[src/rtl/hazard_forward_ctrl_pkg.sv]
// Shared types and defaults for the forwarding/hazard controller.
// Scoreboard entry layout, writeback-source encoding and readiness helpers.
package hazard_forward_ctrl_pkg;

    typedef enum logic [1:0] {
        WB_ALU = 2'd0,
        WB_MEM = 2'd1,
        WB_PC4 = 2'd2
    } wbsel_t;

    localparam int DEF_NSRC    = 3;
    localparam int DEF_NSTAGE  = 3;
    localparam int DEF_ALU_RDY = 1;
    localparam int DEF_LD_RDY  = 2;
    localparam int FWD_REGFILE = 0;

    typedef logic [$clog2(DEF_NSTAGE)-1:0] fwd_sel_t;

    typedef struct packed {
        logic   valid;
        logic   regwen;
        wbsel_t wbsel;
        logic [4:0] rd;
    } sb_entry_t;

    localparam sb_entry_t BUBBLE = '0;

    // x0 writes are architecturally discarded, so they never create a dependency.
    function automatic logic is_live(sb_entry_t e);
        return e.valid && e.regwen && (e.rd != 5'd0);
    endfunction

    function automatic int ready_stage(wbsel_t wbsel, int alu_rdy, int ld_rdy);
        return (wbsel == WB_MEM) ? ld_rdy : alu_rdy;
    endfunction

endpackage

[src/rtl/hazard_forward_ctrl_if.sv]
// ID-stage bundle between the decode stage (master) and the hazard controller (slave).
// id_valid qualifies all id_* fields; an ID instruction is consumed on a clock where
// id_valid & !hazard_stall & !pipe_hold & !flush_id, otherwise ID must present it again.
interface hazard_forward_ctrl_if
    import hazard_forward_ctrl_pkg::*;
#(
    parameter int NSRC   = DEF_NSRC,
    parameter int NSTAGE = DEF_NSTAGE
) ();
    localparam int FW = $clog2(NSTAGE);

    logic               id_valid;
    logic               id_regwen;
    wbsel_t             id_wbsel;
    logic [4:0]         id_rd;
    logic [NSRC*5-1:0]  id_rs;
    logic [NSRC-1:0]    id_rs_used;
    logic               flush_id;
    logic               pipe_hold;
    logic               hazard_stall;
    logic [NSRC*FW-1:0] fwd_sel_ex;

    modport master (
        output id_valid, id_regwen, id_wbsel, id_rd, id_rs, id_rs_used, flush_id, pipe_hold,
        input  hazard_stall, fwd_sel_ex
    );

    modport slave (
        input  id_valid, id_regwen, id_wbsel, id_rd, id_rs, id_rs_used, flush_id, pipe_hold,
        output hazard_stall, fwd_sel_ex
    );
endinterface

[src/rtl/hazard_forward_ctrl_fwd_src_match.sv]
// Priority match of one source operand against the in-flight writer scoreboard.
// Produces the forward select the operand needs in EX, or a stall when not yet ready.
module hazard_forward_ctrl_fwd_src_match
    import hazard_forward_ctrl_pkg::*;
#(
    parameter int NSTAGE  = DEF_NSTAGE,
    parameter int ALU_RDY = DEF_ALU_RDY,
    parameter int LD_RDY  = DEF_LD_RDY,
    parameter int FW      = $clog2(DEF_NSTAGE)
) (
    input  logic                   req_i,
    input  logic [4:0]             rs_i,
    input  sb_entry_t [NSTAGE-1:0] sb_i,
    output logic [FW-1:0]          sel_o,
    output logic                   stall_o
);
    logic found;

    // Entry j sits at stage j+1 once the consumer enters EX; the first hit is the
    // youngest writer and masks every older one, even if that one is not ready.
    always_comb begin
        sel_o   = FW'(FWD_REGFILE);
        stall_o = 1'b0;
        found   = 1'b0;
        for (int j = 0; j < NSTAGE; j++) begin
            if (req_i && !found && is_live(sb_i[j]) && (sb_i[j].rd == rs_i)) begin
                found = 1'b1;
                if (j + 1 < NSTAGE) begin
                    if (j + 1 >= ready_stage(sb_i[j].wbsel, ALU_RDY, LD_RDY)) begin
                        sel_o = FW'(j + 1);
                    end else begin
                        stall_o = 1'b1;
                    end
                end
            end
        end
    end
endmodule

[src/rtl/hazard_forward_ctrl.sv]
// Forwarding/hazard controller: shift scoreboard of in-flight writers, registered EX selects
// and load-use stall. Optional perf counters are built when FWD_PERF_EN is defined.
module hazard_forward_ctrl
    import hazard_forward_ctrl_pkg::*;
#(
    parameter int NSRC    = DEF_NSRC,
    parameter int NSTAGE  = DEF_NSTAGE,
    parameter int ALU_RDY = DEF_ALU_RDY,
    parameter int LD_RDY  = DEF_LD_RDY
) (
    input  logic                    clk,
    input  logic                    rst,
    hazard_forward_ctrl_if.slave    bus,
    output logic [31:0]             perf_stall_cnt,
    output logic [31:0]             perf_fwd_cnt
);
    localparam int FW = $clog2(NSTAGE);

    sb_entry_t [NSTAGE-1:0]   sb_q, sb_d;
    logic [NSRC-1:0][FW-1:0]  sel_q, sel_d, sel_cmb;
    logic [NSRC-1:0]          op_stall;
    logic                     stall_raw;
    logic                     advance;
    sb_entry_t                id_entry;

    for (genvar i = 0; i < NSRC; i++) begin : g_src
        hazard_forward_ctrl_fwd_src_match #(
            .NSTAGE  (NSTAGE),
            .ALU_RDY (ALU_RDY),
            .LD_RDY  (LD_RDY),
            .FW      (FW)
        ) u_match (
            .req_i   (bus.id_valid && bus.id_rs_used[i] && (bus.id_rs[5*i +: 5] != 5'd0)),
            .rs_i    (bus.id_rs[5*i +: 5]),
            .sb_i    (sb_q),
            .sel_o   (sel_cmb[i]),
            .stall_o (op_stall[i])
        );
    end

    assign id_entry = '{valid: bus.id_valid, regwen: bus.id_regwen,
                        wbsel: bus.id_wbsel, rd: bus.id_rd};

    assign stall_raw        = |op_stall;
    assign bus.hazard_stall = stall_raw && !bus.flush_id && !bus.pipe_hold;
    assign advance          = !bus.pipe_hold && !bus.flush_id && !stall_raw;

    // Flush and stall both bubble EX but still retire the older stages.
    always_comb begin
        sb_d  = sb_q;
        sel_d = sel_q;
        if (!bus.pipe_hold) begin
            sb_d  = {sb_q[NSTAGE-2:0], advance ? id_entry : BUBBLE};
            sel_d = advance ? sel_cmb : '0;
        end
    end

    always_ff @(posedge clk) begin
        if (rst) begin
            sb_q  <= '0;
            sel_q <= '0;
        end else begin
            sb_q  <= sb_d;
            sel_q <= sel_d;
        end
    end

    assign bus.fwd_sel_ex = sel_q;

`ifdef FWD_PERF_EN
    logic [31:0] stall_cnt_q, stall_cnt_d;
    logic [31:0] fwd_cnt_q, fwd_cnt_d;

    always_comb begin
        stall_cnt_d = stall_cnt_q + {31'd0, bus.hazard_stall};
        fwd_cnt_d   = fwd_cnt_q + {31'd0, (advance && (|sel_cmb))};
    end

    always_ff @(posedge clk) begin
        if (rst) begin
            stall_cnt_q <= '0;
            fwd_cnt_q   <= '0;
        end else begin
            stall_cnt_q <= stall_cnt_d;
            fwd_cnt_q   <= fwd_cnt_d;
        end
    end

    assign perf_stall_cnt = stall_cnt_q;
    assign perf_fwd_cnt   = fwd_cnt_q;
`else
    assign perf_stall_cnt = 32'd0;
    assign perf_fwd_cnt   = 32'd0;
`endif

endmodule

[src/flat_wrapper.sv]
// flat-port wrapper written by rule: the top's interface ports become plain ports
module hazard_forward_ctrl_flat import hazard_forward_ctrl_pkg::*;
#(
    parameter int NSRC    = DEF_NSRC,
    parameter int NSTAGE  = DEF_NSTAGE,
    parameter int ALU_RDY = DEF_ALU_RDY,
    parameter int LD_RDY  = DEF_LD_RDY
)
  (clk, rst, perf_stall_cnt, perf_fwd_cnt, bus_id_valid, bus_id_regwen, bus_id_wbsel, bus_id_rd, bus_id_rs, bus_id_rs_used, bus_flush_id, bus_pipe_hold, bus_hazard_stall, bus_fwd_sel_ex);
  hazard_forward_ctrl_if #(.NSRC(NSRC), .NSTAGE(NSTAGE)) bus_i ();
  input  logic clk;
  input  logic rst;
  output logic [31:0] perf_stall_cnt;
  output logic [31:0] perf_fwd_cnt;
  input wire logic [$bits(bus_i.id_valid)-1:0] bus_id_valid;
  input wire logic [$bits(bus_i.id_regwen)-1:0] bus_id_regwen;
  input wire logic [$bits(bus_i.id_wbsel)-1:0] bus_id_wbsel;
  input wire logic [$bits(bus_i.id_rd)-1:0] bus_id_rd;
  input wire logic [$bits(bus_i.id_rs)-1:0] bus_id_rs;
  input wire logic [$bits(bus_i.id_rs_used)-1:0] bus_id_rs_used;
  input wire logic [$bits(bus_i.flush_id)-1:0] bus_flush_id;
  input wire logic [$bits(bus_i.pipe_hold)-1:0] bus_pipe_hold;
  output wire logic [$bits(bus_i.hazard_stall)-1:0] bus_hazard_stall;
  output wire logic [$bits(bus_i.fwd_sel_ex)-1:0] bus_fwd_sel_ex;
  assign bus_i.id_valid = bus_id_valid;
  assign bus_i.id_regwen = bus_id_regwen;
  assign bus_i.id_wbsel = bus_id_wbsel;
  assign bus_i.id_rd = bus_id_rd;
  assign bus_i.id_rs = bus_id_rs;
  assign bus_i.id_rs_used = bus_id_rs_used;
  assign bus_i.flush_id = bus_flush_id;
  assign bus_i.pipe_hold = bus_pipe_hold;
  assign bus_hazard_stall = bus_i.hazard_stall;
  assign bus_fwd_sel_ex = bus_i.fwd_sel_ex;
  hazard_forward_ctrl #(.NSRC(NSRC), .NSTAGE(NSTAGE), .ALU_RDY(ALU_RDY), .LD_RDY(LD_RDY)) u_core (.clk(clk), .rst(rst), .bus(bus_i), .perf_stall_cnt(perf_stall_cnt), .perf_fwd_cnt(perf_fwd_cnt));
endmodule
[config.mk]
export PLATFORM = sky130hd
export DESIGN_NAME = hazard_forward_ctrl_flat
export DESIGN_NICKNAME = d
export VERILOG_FILES = /design/src/rtl/hazard_forward_ctrl_pkg.sv /design/src/rtl/hazard_forward_ctrl_if.sv /design/src/rtl/hazard_forward_ctrl_fwd_src_match.sv /design/src/rtl/hazard_forward_ctrl.sv /design/src/flat_wrapper.sv
export SDC_FILE = /design/constraint.sdc
export NUM_CORES = 1
export LEC_CHECK = 0
export BUFFER_PORTS_ARGS = -buffer_cell sky130_fd_sc_hd__buf_2
export CORE_MARGIN = 1
export CORE_UTILIZATION = 41
export CTS_BUF_LIST = sky130_fd_sc_hd__clkbuf_8
export DETAILED_ROUTE_END_ITERATION = 16
export PLACE_DENSITY = 0.69
export SYNTH_ARGS = -nofsm -noshare
export SYNTH_HDL_FRONTEND = slang
export SYNTH_HIERARCHICAL = 1
export SYNTH_SLANG_ARGS = --single-unit
[constraint.sdc]
create_clock -name clk -period 5.05 [get_ports clk]
set_clock_uncertainty 0.1 [all_clocks]
set_input_delay 1.515 -clock clk [delete_from_list [all_inputs] [get_ports clk]]
set_output_delay 1.515 -clock clk [all_outputs]
set_load 0.02 [all_outputs]
---- After elaboration in Yosys (flattened, before gate mapping) ----
Cells that the tools add are included.
word-level totals
  register bits after elaboration ......... 24
  output and inout bits ................... 71
  logic and storage cells ................. 89
cells by class
  order comparisons ....................... 2
  eq/ne operators ......................... 8
  multiplexer cells ....................... 27
  reductions and logical operators ........ 41
operators with widths
  cell                                                number
  == test 5 bit                                       6
  logical AND 1 bit                                   29
  nonzero test 5 bit                                  5
  two-way mux 1 bit                                   17
  two-way mux 2 bit                                   8
  two-way mux 9 bit                                   1
  zero test 1 bit                                     6
  two-way mux 6 bit                                   1
  == test 2 x 1 -> 1 bit, second input constant       2
  OR reduction 3 bit                                  1
  >= comparator 1 x 2 -> 1 bit, first input constant  1
  >= comparator 2 bit, first input constant           1

---- Longest topological paths before layout ----
  depth in word-level cells ............... 14
  depth in mapped cells ................... 8
  gate-level depth less buffers ........... 7

---- Modules after synthesis ----
Netlist, hierarchy kept.
modules (own cells, without submodules)
  module                             instances  cells an instance  area each (um^2)  sequential area each (um^2)
  hazard_forward_ctrl                1          166                1716.6            660.6
  hazard_forward_ctrl_fwd_src_match  3          25                 171.4             0.0

---- Worst setup path after synthesis ----
OpenSTA, ideal clock, no wires.
  kind .................................... input-to-output
  start ................................... input port bus_id_rs[6]
  end ..................................... output port bus_hazard_stall
  data arrival time ....................... 3102 ps
  required time ........................... 3435 ps
  setup slack ............................. 333 ps
  cell stages on the path ................. 8
  cells stage by stage .................... or3_1 o311a_1 nand4_1 a211o_2 nor3b_2 nor3_4 buf_4 nor3_1
on the way
  longest elaborated chain between the ends .. 13
  elaborated cells on any way between the ends .. 17
  classes of those cells .................. eq/ne (2); mux (4); reduce/logical (11)
RTL lines
  element                            line                                     source
  start, declared                    flat_wrapper.sv:19                       input wire logic [$bits(bus_i.id_rs)-1:0] bus_id_rs;
  nonzero test 5 bit                 hazard_forward_ctrl.sv:33                .req_i (bus.id_valid && bus.id_rs_used[i] && (bus.id_rs[5*i +: 5] != 5'd0)),
  logical AND 1 bit                  hazard_forward_ctrl.sv:33
  logical AND 1 bit (2 in series)    hazard_forward_ctrl_fwd_src_match.sv:26  if (req_i && !found && is_live(sb_i[j]) && (sb_i[j].rd == rs_i)) begin
  two-way mux 1 bit                  hazard_forward_ctrl_fwd_src_match.sv:26
  zero test 1 bit                    hazard_forward_ctrl_fwd_src_match.sv:26
  logical AND 1 bit (3 in series)    hazard_forward_ctrl_fwd_src_match.sv:26
  two-way mux 1 bit *                hazard_forward_ctrl_fwd_src_match.sv:26
  net u_core.op_stall[1]             hazard_forward_ctrl.sv:21                logic [NSRC-1:0] op_stall;
  OR reduction 3 bit *               hazard_forward_ctrl.sv:44                assign stall_raw = |op_stall;
  logical AND 1 bit * (2 in series)  hazard_forward_ctrl.sv:45                assign bus.hazard_stall = stall_raw && !bus.flush_id && !bus.pipe_hold;
  end, declared                      flat_wrapper.sv:23                       output wire logic [$bits(bus_i.hazard_stall)-1:0] bus_hazard_stall;
The timed path passes the listed nets; every way through them passes the cells marked *.

---- Worst setup path in the final report ----
  start ................................... input port bus_id_rs[11]
  end ..................................... output port bus_hazard_stall
The elaborated chain is that of the path after synthesis.

==> results.toml <==
[clock_tree]
post-cts-setup-buffers = 0
cts_buffers = 3
cts-resized-gates = 0
cts-root-buf = "clkbuf_8"
clk_pin_slew_ns = 0.07
htreeDepth = 1
ctsHoldBuffers = 0
clock_path_buffers = 2
cts_tree = "yes"
clk_latency_ns = 0.26
cts.sinks = 22

[power]
leakage_nw = 0.842
power.density_nw_per_um2 = 219
total_power_uw = 407
peakVddDrop_uv = 159

[setup_path]
path_depth = 9
arrival_ns = 3.04
end_kind = "output pin"
worstSetupPathType = "in2out"
crit_fanout = 3
rr_worst_depth = 7
crit_top_cell = "buf_2"
cp_slowest_cell = "or3_1"
cp_top_family = "simple AND/OR/NAND/NOR gates"
cpPeakStageDelay_ns = 0.37
critPathLaunchType = "input port"
cp_num_buf_inv = 2
required_ns = 3.44
crit_chain = "buf_2 > or3_1 > o311a_1 > nand4_1 > a211o_2 > nor3b_2 > nor3_4 > nor3_1 > buf_2"

[timing]
rsz0062_at_grt = "false"
fin_setup_tns_ns = 0
fin_crit_sh_pct = 92.2
layout_min_cycle_time_ns = 4.66
max_freq_ghz = 0.215
tightest_slew_ns = 0.608
slew_viol_final = 0
report.final.hold_viol_count = 0
relSlewSlack_pct = 59.3
fin_ws_ns = 0.392
holdWs_ns = 0.367
finalSetupViolCount = 0

[detailed_routing]
routedWlPerCell_um = 12.8
drtPass1Iterations = 6
vias_per_cell = 4.98
antenna_left = 0
route.detailed.drc = 0
wirelength_mm = 3.76
via_count = 1465
drt_iter0_drc = 84

[final_layout]
fin_nets = 274
areaGrowthSynthToFinish_pct = -0.269
final_core_util_pct = 42.6
fillers = 445
diodes = 0
drive_gt1_share_pct = 21.1

[flow_run]
drv_cap = 0

[die]
coreArea_um2 = 4350
die-area_um2 = 4810
die_h_um = 69.3
rows = 24
die_w_um = 69.3
ios = 102
start_util_pct = 42.7

[place]
gp_congestion = 0.923
dp_hpwl_mm = 2.87
dpl_worst_slack_ns = 0.399
portBuffers = 37

[synthesis]
synth_cells = 208
avgSynthCellArea_um2 = 8.94
syn-cell-area_um2 = 1860
yosysWarnings = 6

[global_route]
grt_pass1_vias = 1193
grt_pass1_wl_mm = 5.85
antenna_found_initial = 0
gr-usage-all-layers_pct = 14.9
grt_overflow = 0
grt_max_degree = 16

[status]
run_status = "finished, final reports clean"

[min_path]
hp-class = "reg2reg"
hold_depth = 1
final cells by class:
class                      count  area, µm²  share of cell area, %
timing repair buffer          38        193                   10.4
inverter                      12       45.0                   2.43
multi-input combinational    166       1060                   56.9
sequential                    22        440                   23.8
tap                           52       65.1                   3.51
clock buffer                   4       55.1                   2.97
per-stage QoR:
| step | instances | area (µm²) |
|---|---|---|
| floorplan | 271 | 2100 |
| CTS | 294 | 1850 |
| global route | 294 | 1850 |
| finish | 294 | 1850 |
| global placement | 290 | 1800 |
| detailed placement | 290 | 1800 |
power breakdown:
part | leakage, nW | internal [mW] | switching [mW]
Sequential | 0.178 | 0.177 | 0.00944
Clock | 0.0288 | 0.0694 | 0.0549
Combinational | 0.635 | 0.0270 | 0.0686
Total | 0.842 | 0.274 | 0.133
final timing paths:
kind,start,to,slack (ns)
max,bus_id_rs[11],bus_hazard_stall,0.39
min,u_core/bus.fwd_sel_ex[0],u_core/bus.fwd_sel_ex[0],0.37
max reg2reg,u_core/sb_q[2],u_core/sb_q[0],2.89
min reg2reg,u_core/bus.fwd_sel_ex[0],u_core/bus.fwd_sel_ex[0],0.37
sequential cells by signal, indices dropped and copies added, names as in the netlist:
register	count
u_core/sb_q	16
u_core/bus.fwd_sel_ex	6
layer usage:
metal / routed length (µm) / track usage, %
met5: 0 / 0
met4: 31 / 3.40
met3: 271 / 2.18
met2: 1720 / 23.5
met1: 1740 / 21.5
worst register-to-register path, cell delays in order (launching register included):
cell and delay (ns):
dfxtp_1 0.56, xnor2_1 0.17, nand4_1 0.10, a211o_2 0.36, nor3b_2 0.24, nor3_4 0.07, buf_4 0.20, a32o_1 0.26
cells in the final DEF (no fill, tap or decap), types with 4 or more instances in the layout:
| master | instances |
|---|---|
| conb_1 | 64 |
| buf_2 | 37 |
| dfxtp_1 | 22 |
| a32o_1 | 15 |
| nor2_1 | 13 |
| xnor2_1 | 12 |
| inv_1 | 12 |
| mux2i_1 | 7 |
| nor4_1 | 6 |
| nand3_1 | 6 |
| xor2_1 | 6 |
| clkbuf_8 | 4 |
Note: power is estimated with default switching activity, not from simulation.
